==> src/rtl/shift_add_multiplier_controller_if.sv <==
// Request/result bundle between a requesting datapath and the iterative multiplier.
// The master drives start and operands; the slave returns busy, done and the held product.
interface shift_add_multiplier_controller_if #(
  parameter int WIDTH = 8
);
  logic                 start;
  logic [WIDTH-1:0]     multiplicand;
  logic [WIDTH-1:0]     multiplier;
  logic                 busy;
  logic                 done;
  logic [2*WIDTH-1:0]   product;

  modport master (
    output start, multiplicand, multiplier,
    input  busy, done, product
  );

  modport slave (
    input  start, multiplicand, multiplier,
    output busy, done, product
  );
endinterface

==> src/rtl/shift_add_multiplier_controller.sv <==
// Unsigned shift-add multiplier: one WIDTH-cell ripple row reused for WIDTH cycles, done pulses WIDTH+1 cycles after accept.
// start is only taken in IDLE or DONE; requests while busy are dropped, not queued.
module shift_add_multiplier_controller #(
  parameter int WIDTH = 8
) (
  input  logic                               clock,
  input  logic                               resetn,
  shift_add_multiplier_controller_if.slave   bus
);
  localparam int CW = $clog2(WIDTH);

  typedef enum logic [1:0] {
    IDLE = 2'd0,
    RUN  = 2'd1,
    DONE = 2'd2
  } state_t;

  state_t               state_q, state_d;
  logic [WIDTH-1:0]     m_q, m_d;
  logic [WIDTH-1:0]     acc_q, acc_d;
  logic [WIDTH-1:0]     q_q, q_d;
  logic [CW-1:0]        cnt_q, cnt_d;
  logic [2*WIDTH-1:0]   product_q, product_d;
  logic                 busy_q, busy_d;
  logic                 done_q, done_d;

  logic [WIDTH-1:0]     pp_row;
  logic [WIDTH-1:0]     row_sum;
  logic [WIDTH:0]       carry;

  // Partial-product row: every cell sees the same multiplier LSB.
  assign pp_row = m_q & {WIDTH{q_q[0]}};

  always_comb begin
    carry   = '0;
    row_sum = '0;
    for (int i = 0; i < WIDTH; i++) begin
      row_sum[i]   = acc_q[i] ^ pp_row[i] ^ carry[i];
      carry[i + 1] = (acc_q[i] & pp_row[i]) | (carry[i] & (acc_q[i] ^ pp_row[i]));
    end
  end

  always_comb begin
    state_d   = state_q;
    m_d       = m_q;
    acc_d     = acc_q;
    q_d       = q_q;
    cnt_d     = cnt_q;
    product_d = product_q;

    case (state_q)
      IDLE, DONE: begin
        if (bus.start) begin
          m_d     = bus.multiplicand;
          q_d     = bus.multiplier;
          acc_d   = '0;
          cnt_d   = CW'(WIDTH - 1);
          state_d = RUN;
        end else begin
          state_d = IDLE;
        end
      end
      RUN: begin
        // Shift the row result right across acc:q; the consumed multiplier bit falls off q.
        acc_d = {carry[WIDTH], row_sum[WIDTH-1:1]};
        q_d   = {row_sum[0], q_q[WIDTH-1:1]};
        if (cnt_q == '0) begin
          state_d   = DONE;
          product_d = {acc_d, q_d};
        end else begin
          cnt_d = cnt_q - CW'(1);
        end
      end
      default: state_d = IDLE;
    endcase

    busy_d = (state_d == RUN);
    done_d = (state_d == DONE);
  end

  always_ff @(posedge clock or negedge resetn) begin
    if (!resetn) begin
      state_q   <= IDLE;
      m_q       <= '0;
      acc_q     <= '0;
      q_q       <= '0;
      cnt_q     <= '0;
      product_q <= '0;
      busy_q    <= 1'b0;
      done_q    <= 1'b0;
    end else begin
      state_q   <= state_d;
      m_q       <= m_d;
      acc_q     <= acc_d;
      q_q       <= q_d;
      cnt_q     <= cnt_d;
      product_q <= product_d;
      busy_q    <= busy_d;
      done_q    <= done_d;
    end
  end

  assign bus.busy    = busy_q;
  assign bus.done    = done_q;
  assign bus.product = product_q;

endmodule

==> src/flat_wrapper.sv <==
// flat-port wrapper written by rule: the top's interface ports become plain ports
module shift_add_multiplier_controller_flat 
#(
  parameter int WIDTH = 8
)
  (clock, resetn, bus_start, bus_multiplicand, bus_multiplier, bus_busy, bus_done, bus_product);
  shift_add_multiplier_controller_if #(.WIDTH(WIDTH)) bus_i ();
  input  logic clock;
  input  logic resetn;
  input wire logic [$bits(bus_i.start)-1:0] bus_start;
  input wire logic [$bits(bus_i.multiplicand)-1:0] bus_multiplicand;
  input wire logic [$bits(bus_i.multiplier)-1:0] bus_multiplier;
  output wire logic [$bits(bus_i.busy)-1:0] bus_busy;
  output wire logic [$bits(bus_i.done)-1:0] bus_done;
  output wire logic [$bits(bus_i.product)-1:0] bus_product;
  assign bus_i.start = bus_start;
  assign bus_i.multiplicand = bus_multiplicand;
  assign bus_i.multiplier = bus_multiplier;
  assign bus_busy = bus_i.busy;
  assign bus_done = bus_i.done;
  assign bus_product = bus_i.product;
  shift_add_multiplier_controller #(.WIDTH(WIDTH)) u_core (.clock(clock), .resetn(resetn), .bus(bus_i));
endmodule
==> config.mk <==
export PLATFORM = sky130hd
export DESIGN_NAME = shift_add_multiplier_controller_flat
export DESIGN_NICKNAME = d
export VERILOG_FILES = /design/src/rtl/shift_add_multiplier_controller_if.sv /design/src/rtl/shift_add_multiplier_controller.sv /design/src/flat_wrapper.sv
export SDC_FILE = /design/constraint.sdc
export NUM_CORES = 1
export LEC_CHECK = 0
export BUFFER_PORTS_ARGS = -buffer_cell sky130_fd_sc_hd__buf_2
export CAP_MARGIN = 20
export CORE_MARGIN = 10
export CORE_UTILIZATION = 43
export DETAILED_ROUTE_END_ITERATION = 12
export PLACE_DENSITY = 0.7
export SYNTH_ARGS = -nofsm -noshare
export SYNTH_HDL_FRONTEND = slang
export SYNTH_SLANG_ARGS = --single-unit
==> constraint.sdc <==
create_clock -name clock -period 3.6 [get_ports clock]
set_input_delay 0.54 -clock clock [delete_from_list [all_inputs] [get_ports clock]]
set_output_delay 0.54 -clock clock [all_outputs]
set_load 0.02 [all_outputs]
==> metrics.txt, run 1 <==
number of global-route vias before repair 1313; worst min-delay path category in2async; WL final 3.89 mm; Residual DRC 0; Routability Congestion 0.801; clock power share 0.170; data arrival time of the worst path 3.68 ns; Routed Antenna Nets 0; post-route cell area 2440 sq um; Filler cells 414; HPWL after DPL 2.88 mm; switch share 0.376; Yosys top cell by area dfrtp_1; count leader, synth dfrtp_1; Commonest cells post-synth dfrtp_1 (47), nand2_1 (24), o21ai_1 (16), inv_1 (12), mux2i_1 (10); Die Wd 89.5 um; Post-Layout Cell Count 259; Min Hold Slack 0.158 ns; Post-synth EDFFs 0; sequential group share of total power 0.408; n_diodes 0; Synth Warn # 0; hold buffers post-CTS 0; Internal 0.00137 W; TritonRoute pass-1 iters 4; status completed; measured slew at the worst slew-check pin 0.851 ns; routed len/inst 15.0 um; area share of the largest cell type after synthesis 0.567; CTS root buf clkbuf_8; Syn Nets 195; Max Buffers Root-to-Sink 2; Port Buffer Count 36; CTS clock-pin slew for the worst setup and hold paths 0.08 ns; dpl cells 251; peak fanout along the critical path 2; Rel. slew slack 0.430; flip-flop and latch count after synthesis 47; core area 4690 sq um; die area 8010 sq um; final hold violations 0; layout cell share with drive strength beyond 1 0.317; CP Launch Type register; Synth Area per Inst 12.5 sq um; Initial Utilization 0.442; Inserted Clock Buffers 5; Slew Viols, Final 0; worst endpoint required time 3.79 ns; Design Power 0.00220 W; Initial DRC Count 28; H-tree Lvls 2; placed cell area 2300 sq um; leakage 1.14 nW; pin count of the biggest net entering global routing 48; crit path time final 3.49 ns; combinational share of power 0.422; clk_lat worst skew 0.30 ns; Final Cycle Share 0.969; Die Ht 89.5 um; Clock Sinks 47; max_cap viols 0; Distinct cells, synth 24; Netlist Area Pre-Place 2080 sq um; # IOs 37; setup_tns 0 ns; multi-input logic area 815 sq um; final clock skew 0.00845 ns; Overall Global Routing Usage 0.106; CP Class reg2reg; final setup violating endpoints 0; CTS tree yes; residual overflow from global routing 0; async set-reset flop share out of synthesis 1.00; Power Density 901 nW/um^2; register area share after synthesis 0.567; vias post-DR 1280; row count 25; dominant synthesized flop cell dfrtp_1; top cells by area, synth dfrtp_1 (57%), fa_1 (6.8%), mux2i_1 (4.8%); RSZ-0062 raised after global routing yes; Layout area overhead 17.4%; Sequential cell area 1180 sq um; Switch Pwr 0.000825 W; critical path capture point type register; Nets 234; f_max 287 MHz; VDD IR max 0.378 mV; first-pass GRT wire length 6.47 mm; Syn Inst Count 166; Via density 4.94; initial antenna violation count 0
[area by class of cell]
type | count | share of cell area
Sequential cell | 47 | 0.483
Multi-Input combinational cell | 98 | 0.334
Timing Repair Buffer | 41 | 0.0945
Clock buffer | 6 | 0.0298
Tap cell | 54 | 0.0277
Inverter | 12 | 0.0185
Clock inverter | 1 | 0.0123
[critical path, stage by stage (launching register included)]
cell     delay, ns
dfrtp_1       0.34
and2_1        0.12
ha_1          0.13
inv_1         0.04
fa_2          0.33
fa_2          0.35
fa_2          0.34
fa_2          0.35
fa_2          0.36
fa_2          0.36
fa_1          0.57
o21ai_1       0.08
[what timing repair did]
action	4_1_cts	5_1_grt
pin swaps	0	1
setup endpoints to repair	2	4
setup buffers	0	0
gates resized for setup	1	3
[routing by layer]
layer  vias up  GRT usage  part of all wire  wire length, um
li1        622          -                 -                -
met1       630      0.138              0.46             1810
met2        23      0.154              0.46             1780
met3         5     0.0365             0.058              226
met4         0     0.0477             0.019               72
met5         -          0                 0                0
[state kept, by name, indices dropped and copies added, names as in the netlist]
register and flops:
u_core.q_q 8, u_core.bus.done 1, u_core.acc_q 8, u_core.bus.product 16, u_core.bus.busy 1, u_core.cnt_q 3, u_core.state_q 2, u_core.m_q 8
[cell usage in the layout (no fill, tap or decap)]
cell | synthesis | final
and2_1 | 1 | 1
buf_12 | 0 | 1
buf_2 | 5 | 36
buf_4 | 2 | 4
bufinv_16 | 0 | 1
clkbuf_1 | 1 | 1
clkbuf_8 | 0 | 5
dfrtp_1 | 47 | 47
fa_1 | 7 | 1
fa_2 | 0 | 6
ha_1 | 3 | 3
inv_1 | 12 | 12
mux2_1 | 6 | 6
mux2_2 | 8 | 8
mux2_4 | 2 | 2
mux2i_1 | 10 | 10
nand2_1 | 24 | 24
nand2b_1 | 4 | 4
nand4bb_1 | 1 | 1
nor2_1 | 3 | 3
nor2_2 | 1 | 1
nor2b_1 | 1 | 1
nor2b_2 | 1 | 1
o21ai_1 | 16 | 16
o2bb2ai_1 | 8 | 8
o32a_1 | 1 | 1
xor2_1 | 1 | 1
[power groups by stage]
stage	registers [W]	clock network, W	logic, W
4_1_cts	0.000897	0.000381	0.000941
6_report	0.000896	0.000373	0.000927
3_5_place_dp	0.000906	0	0.000938
5_1_grt	0.000929	0.000405	0.00104
3_3_place_gp	0.000901	0	0.000911
2_1_floorplan	0.000995	0	0.000582
[cells by family (layout without fill, tap and decap cells)]
group / after synthesis / in the layout / share of synthesized area
AO/OA/AOI/OAI: 25 / 25 / 0.0772
AND/OR/NAND/NOR: 36 / 36 / 0.0796
flip-flops: 47 / 47 / 0.567
adder cells (fa/ha/maj): 10 / 10 / 0.0856
buffers and inverters: 21 / 60 / 0.0482
XOR/XNOR: 1 / 1 / 0.00422
multiplexers: 26 / 26 / 0.139
[worst paths after layout]
path,start,end,slack [ns],cells after the start
setup / recovery,u_core.m_q[0]$_DFFE_PN0P_,u_core.bus.product[14]$_DFFE_PN0P_,0.11,11
setup reg to reg,u_core.m_q[0]$_DFFE_PN0P_,u_core.bus.product[14]$_DFFE_PN0P_,0.11,11
hold reg to reg,u_core.cnt_q[0]$_DFFE_PN0P_,u_core.cnt_q[0]$_DFFE_PN0P_,0.48,1
max in group asynchronous,resetn,u_core.m_q[3]$_DFFE_PN0P_,2.93,2
min in group clock,bus_multiplicand[6],u_core.m_q[6]$_DFFE_PN0P_,0.47,2
hold / removal,resetn,u_core.cnt_q[0]$_DFFE_PN0P_,0.16,1
[metrics by stage]
step	util	worst slack (ns)
global route	0.519	-0.0328
detailed placement	0.491	-0.0219
finish	0.519	0.113
CTS	0.513	0.0256
floorplan	-	0.00207
global placement	0.491	0.0638
No activity file was read; power rests on OpenSTA's default activity.
==> inputs of run 2 (changes only) <==
- REMOVE_ABC_BUFFERS: unset -> 1
==> run 2 against run 1 <==
Effect of this change: global-route usage up 0.36 points; clock skew down 0.00054 ns; combinational power about the same; largest power group unchanged; first-iteration DRC count is 43% higher; cell area hardly changed; via count is 2.0% higher; setup slack better by 0.0049 ns; critical path type unchanged; core utilization hardly changed.
==> metrics.txt, run 2 (synthesized netlist as in run 1, its figures left out) <==
CP Class reg2reg; pin count of the biggest net entering global routing 48; Post-CTS Setup Bufs 0; Via density 5.02; Initial Utilization 0.442; Die Wd 89.5 um; Routability Congestion 0.764; TritonRoute pass-1 iters 4; final hold violations 0; most frequent cells in the layout dfrtp_1 (47), buf_2 (36), nand2_1 (24); initial antenna violation count 0; layout cell share with drive strength beyond 1 0.325; peak fanout along the critical path 2; clk_lat worst skew 0.30 ns; Port Buffer Count 36; H-tree Lvls 2; data arrival time of the worst path 3.65 ns; Clock Sinks 47; row count 25; vias post-DR 1305; dpl cells 251; Min Hold Slack 0.0837 ns; worst endpoint required time 3.77 ns; CP Launch Type register; first-pass GRT wire length 6.84 mm; final setup violating endpoints 0; Design Power 0.00218 W; Final Cycle Share 0.967; Sequential cell area 1180 sq um; worst min-delay path category in2async; Die Ht 89.5 um; n_diodes 0; f_max 287 MHz; most common cell after layout, fill and taps aside dfrtp_1; Core Util, Final 0.519; slowest cell delay on critical path 0.53 ns; Post-Layout Cell Count 260; Slew Viols, Final 0; WL final 3.97 mm; Overall Global Routing Usage 0.109; measured slew at the worst slew-check pin 0.784 ns; number of global-route vias before repair 1393; hold buffers post-CTS 0; multi-input logic area 815 sq um; Initial DRC Count 40; status completed; Critical Path, Cell by Cell and2_1 -> ha_1 -> inv_1 -> fa_2 -> fa_2 -> fa_2 -> fa_2 -> fa_2 -> fa_2 -> fa_1 -> o2bb2ai_1; Max Buffers Root-to-Sink 2; die area 8010 sq um; # IOs 37; CTS clock-pin slew for the worst setup and hold paths 0.09 ns; setup_tns 0 ns; residual overflow from global routing 0; Crit-path slowest cell fa_1; max_cap viols 0; final clock skew 0.00791 ns; critical path capture point type register; Layout area overhead 17.4%; CTS root buf clkbuf_8; max FFs per register 16; Routed Antenna Nets 0; Inserted Clock Buffers 5; leakage 1.14 nW; core area 4690 sq um; HPWL after DPL 2.88 mm; Power Density 894 nW/um^2; Residual DRC 0; most used cell, CP fa_2; routed len/inst 15.3 um; Nets 234; VDD IR max 0.403 mV; Filler cells 410; crit path time final 3.48 ns; Rel. slew slack 0.475; CTS tree yes
-- run 2: cell types whose count changed in the layout (fill, tap and decap cells not counted) --
cell	previous run	this run
bufinv_16	1	0
clkinvlp_4	0	1
clkbuf_1	1	0
clkbuf_8	5	7
-- run 2: timing repair --
item | in CTS | in global routing
setup endpoints to repair | 4 | 4
hold endpoints to repair | 0 | 0
resized for setup | 3 | 3
pin swaps | 0 | 1
-- run 2: cell type report --
| cell class | instances | share of cell area |
|---|---|---|
| Clock inverter | 1 | 0.00308 |
| Timing Repair Buffer | 41 | 0.0945 |
| Multi-Input combinational cell | 98 | 0.334 |
| Clock buffer | 7 | 0.0395 |
| Tap cell | 54 | 0.0277 |
| Inverter | 12 | 0.0185 |
| Sequential cell | 47 | 0.483 |
-- run 2: per-stage QoR --
stage                     area (sq um)  worst slack (ns)
final                             2440             0.118
after global placement            2300          -0.00738
after detailed placement          2300            -0.119
after CTS                         2410            0.0147
after floorplan                   2020            -0.113
after global routing              2440          -0.00959
-- run 2: worst max-delay path: cells and delay by family (launching register included) --
family,cells,cell delay (ns)
adders and majority gates,8,2.75
DFF,1,0.35
and+or+nand+nor,1,0.12
AOI/OAI and AO/OA,1,0.06
buffers and inverters,1,0.05
-- run 2: final timing paths --
| path | startpoint | end | slack [ns] | cells after the start |
|---|---|---|---|---|
| hold reg to reg | u_core.bus.product[13]$_DFFE_PN0P_ | u_core.bus.product[13]$_DFFE_PN0P_ | 0.49 | 2 |
| max in group asynchronous | resetn | u_core.q_q[0]$_DFFE_PN0P_ | 3.05 | 2 |
| min in group clock | bus_multiplicand[7] | u_core.m_q[7]$_DFFE_PN0P_ | 0.47 | 2 |
| hold / removal | resetn | u_core.bus.product[15]$_DFFE_PN0P_ | 0.08 | 1 |
| setup / recovery | u_core.q_q[0]$_DFFE_PN0P_ | u_core.acc_q[6]$_DFFE_PN0P_ | 0.12 | 11 |
| setup reg to reg | u_core.q_q[0]$_DFFE_PN0P_ | u_core.acc_q[6]$_DFFE_PN0P_ | 0.12 | 11 |
-- run 2: where the power goes --
group / internal (W) / switching (W) / leakage [nW]
Combinational: 0.000398 / 0.000528 / 0.506
Clock: 0.000175 / 0.000176 / 0.0505
Sequential: 0.000768 / 0.000133 / 0.581
Total: 0.00134 / 0.000838 / 1.14
-- run 2: per-layer routing --
| layer | GRT usage | vias up | share of wire |
|---|---|---|---|
| met2 | 0.166 | 36 | 0.47 |
| met3 | 0.0428 | 4 | 0.078 |
| li1 | - | 631 | - |
| met4 | 0.0347 | 0 | 0.0093 |
| met1 | 0.139 | 634 | 0.45 |
| met5 | 0 | - | 0 |
==> inputs of run 3 (changes only) <==
- ABC_AREA: unset -> 1
- PLACE_DENSITY: 0.7 -> 0.69
- TNS_END_PERCENT: unset -> 10
- clock period: 3.6 -> 3.2 ns (I/O delays scaled with it)
==> run 3 against run 2 <==
Effect of this change: power increased by 28%; setup slack got worse by 0.39 ns; clock power increased by 28%; the flow now finishes with violations (setup timing); cell area increased by 6.7%; clock skew decreased by 0.0016 ns; non-clock buffer count unchanged; sequential share of layout area decreased by 3.0 points; core utilization decreased by 0.69 points; critical path type unchanged; synthesized cell count increased by 43%; clock-buffer cell count decreased by 1; hold slack got worse by 0.011 ns; global-route usage increased by 0.16 points.
==> metrics.txt, run 3 <==
Max Buffers Root-to-Sink 2; Routability Congestion 0.747; most common cell after layout, fill and taps aside nand2_1; Post-synth EDFFs 0; Syn Inst Count 237; layout cell share with drive strength beyond 1 0.282; async set-reset flop share out of synthesis 1.00; clk_lat worst skew 0.30 ns; RSZ-0062 raised after global routing yes; VDD IR max 0.333 mV; Rel. slew slack 0.710; Core Util, Final 0.513; RR Startpoint u_core.m_q[0]$_DFFE_PN0P_; final hold violations 0; peak fanout along the critical path 2; Yosys top cell by area dfrtp_1; failing checks setup timing; Critical Path, Cell by Cell nand2_1 -> inv_1 -> ha_1 -> inv_1 -> fa_2 -> fa_2 -> fa_2 -> fa_2 -> fa_2 -> fa_2 -> fa_1 -> o22ai_1; Final Cycle Share 1.09; Overall Global Routing Usage 0.111; dominant synthesized flop cell dfrtp_1; final setup violating endpoints 4; Layout area overhead 15.8%; Residual DRC 0; Die Wd 92.3 um; worst min-delay path category in2async; H-tree Lvls 2; Commonest cells post-synth nand2_1 (87), dfrtp_1 (47), inv_1 (34), nand3_1 (18), o21ai_2 (16); CP Class reg2reg; CTS clock-pin slew for the worst setup and hold paths 0.09 ns; Distinct cells, synth 17; initial antenna violation count 0; Post-Layout Cell Count 347; setup_tns -0.822 ns; first-pass GRT wire length 7.78 mm; CTS tree yes; leakage 1.40 nW; Via density 4.66; n_diodes 0; Port Buffer Count 36; status complete, but fails checks; most used cell, CP fa_2; row count 26; Routed Antenna Nets 0; worst endpoint required time 3.37 ns; Nets 305; R2R Path End u_core.acc_q[6]$_DFFE_PN0P_; Reg2Reg Depth 12; final clock skew 0.00635 ns; # IOs 37; routed len/inst 12.5 um; count leader, synth nand2_1; Netlist Area Pre-Place 2250 sq um; R2R setup slack -0.27 ns; register area share after synthesis 0.524; residual overflow from global routing 0; slowest cell delay on critical path 0.53 ns; pin count of the biggest net entering global routing 48; f_max 288 MHz; die area 8510 sq um; crit-path leading delay family adder cells; CP Launch Type register; vias post-DR 1618; HPWL after DPL 3.03 mm; most frequent cells in the layout nand2_1 (87), dfrtp_1 (47), buf_2 (36); flip-flop and latch count after synthesis 47; Inserted Clock Buffers 5; Initial DRC Count 82; critical path capture point type register; WL final 4.33 mm; Synth Warn # 0; max FFs per register 16; CP Buf/Inv Count 2; crit path time final 3.47 ns; Initial Utilization 0.443; core area 5070 sq um; Synth Area per Inst 9.48 sq um; TritonRoute pass-1 iters 4; area share of the largest cell type after synthesis 0.524; Slew Viols, Final 0; dpl cells 336; final worst slack -0.273 ns; hold buffers post-CTS 0; measured slew at the worst slew-check pin 0.435 ns; Die Ht 92.3 um; Crit-path slowest cell fa_1; Clock Sinks 47; number of global-route vias before repair 1712; max_cap viols 0; data arrival time of the worst path 3.65 ns; pre-CTS setup slack -0.518 ns; CTS root buf clkbuf_8; top cells by area, synth dfrtp_1 (52%), nand2_1 (15%), fa_1 (6.2%); Power Density 1070 nW/um^2
[run 3: kinds of logic (layout without fill, tap and decap cells)]
family	Yosys count	after routing	synth area share
and+or+nand+nor	111	111	0.210
buffers and inverters	45	85	0.103
adders and majority gates	10	10	0.0791
AOI/OAI and AO/OA	24	24	0.0847
DFF	47	47	0.524
[run 3: through the flow]
stage	area, sq um	power, W	hold WS (ns)
after detailed placement	2430	0.00232	0.460
final	2600	0.00278	0.0728
after CTS	2570	0.00281	0.391
after global routing	2600	0.00306	0.0837
after global placement	2430	0.00228	0.459
after floorplan	2150	0.00195	0.184
[run 3: power breakdown]
group	switching (W)	total [W]	internal, W	leakage, nW
Combinational	0.000861	0.00134	0.000478	0.756
Clock	0.000198	0.000450	0.000253	0.0612
Sequential	0.000127	0.000992	0.000865	0.587
[run 3: how the worst max path moves through the flow]
stage / slack (ns) / depth (start not counted) / start / to
2_1_floorplan: -0.50 / 12 / u_core.q_q[0]$_DFFE_PN0P_ / u_core.acc_q[6]$_DFFE_PN0P_
4_1_cts: -0.30 / 12 / u_core.m_q[0]$_DFFE_PN0P_ / u_core.acc_q[6]$_DFFE_PN0P_
5_1_grt: -0.39 / 12 / u_core.m_q[0]$_DFFE_PN0P_ / u_core.acc_q[6]$_DFFE_PN0P_
3_3_place_gp: -0.44 / 12 / u_core.m_q[0]$_DFFE_PN0P_ / u_core.acc_q[6]$_DFFE_PN0P_
6_report: -0.27 / 12 / u_core.m_q[0]$_DFFE_PN0P_ / u_core.acc_q[6]$_DFFE_PN0P_
3_5_place_dp: -0.52 / 12 / u_core.m_q[0]$_DFFE_PN0P_ / u_core.acc_q[6]$_DFFE_PN0P_
[run 3: worst reg2reg max path: stages, from the launching register on]
cell     delay (ns)
dfrtp_1        0.37
nand2_1        0.06
inv_1          0.05
ha_1           0.12
inv_1          0.05
fa_2           0.33
fa_2           0.34
fa_2           0.35
fa_2           0.35
fa_2           0.35
fa_2           0.34
fa_1           0.53
o22ai_1        0.10
[run 3: what timing repair did]
item / 4_1_cts / 5_1_grt
resized for setup: 6 / 0
endpoints found under the setup margin: 6 / 5
pin swaps: 2 / 1
setup buffers: 1 / 1
[run 3: cell type report]
cell class,count,area [sq um]
fill,511,2470
sequential,47,1180
multi-input combinational,145,855
timing repair buffer,41,230
inverter,36,135
tap,70,87.6
clock buffer,6,82.6
clock inverter,2,35.0
[run 3: layer usage]
metal | vias to the layer above | share of wire | GRT usage
li1 | 808 | - | -
met1 | 772 | 0.43 | 0.125
met2 | 30 | 0.51 | 0.189
met3 | 8 | 0.041 | 0.0269
met4 | 0 | 0.021 | 0.0578
met5 | - | 0 | 0
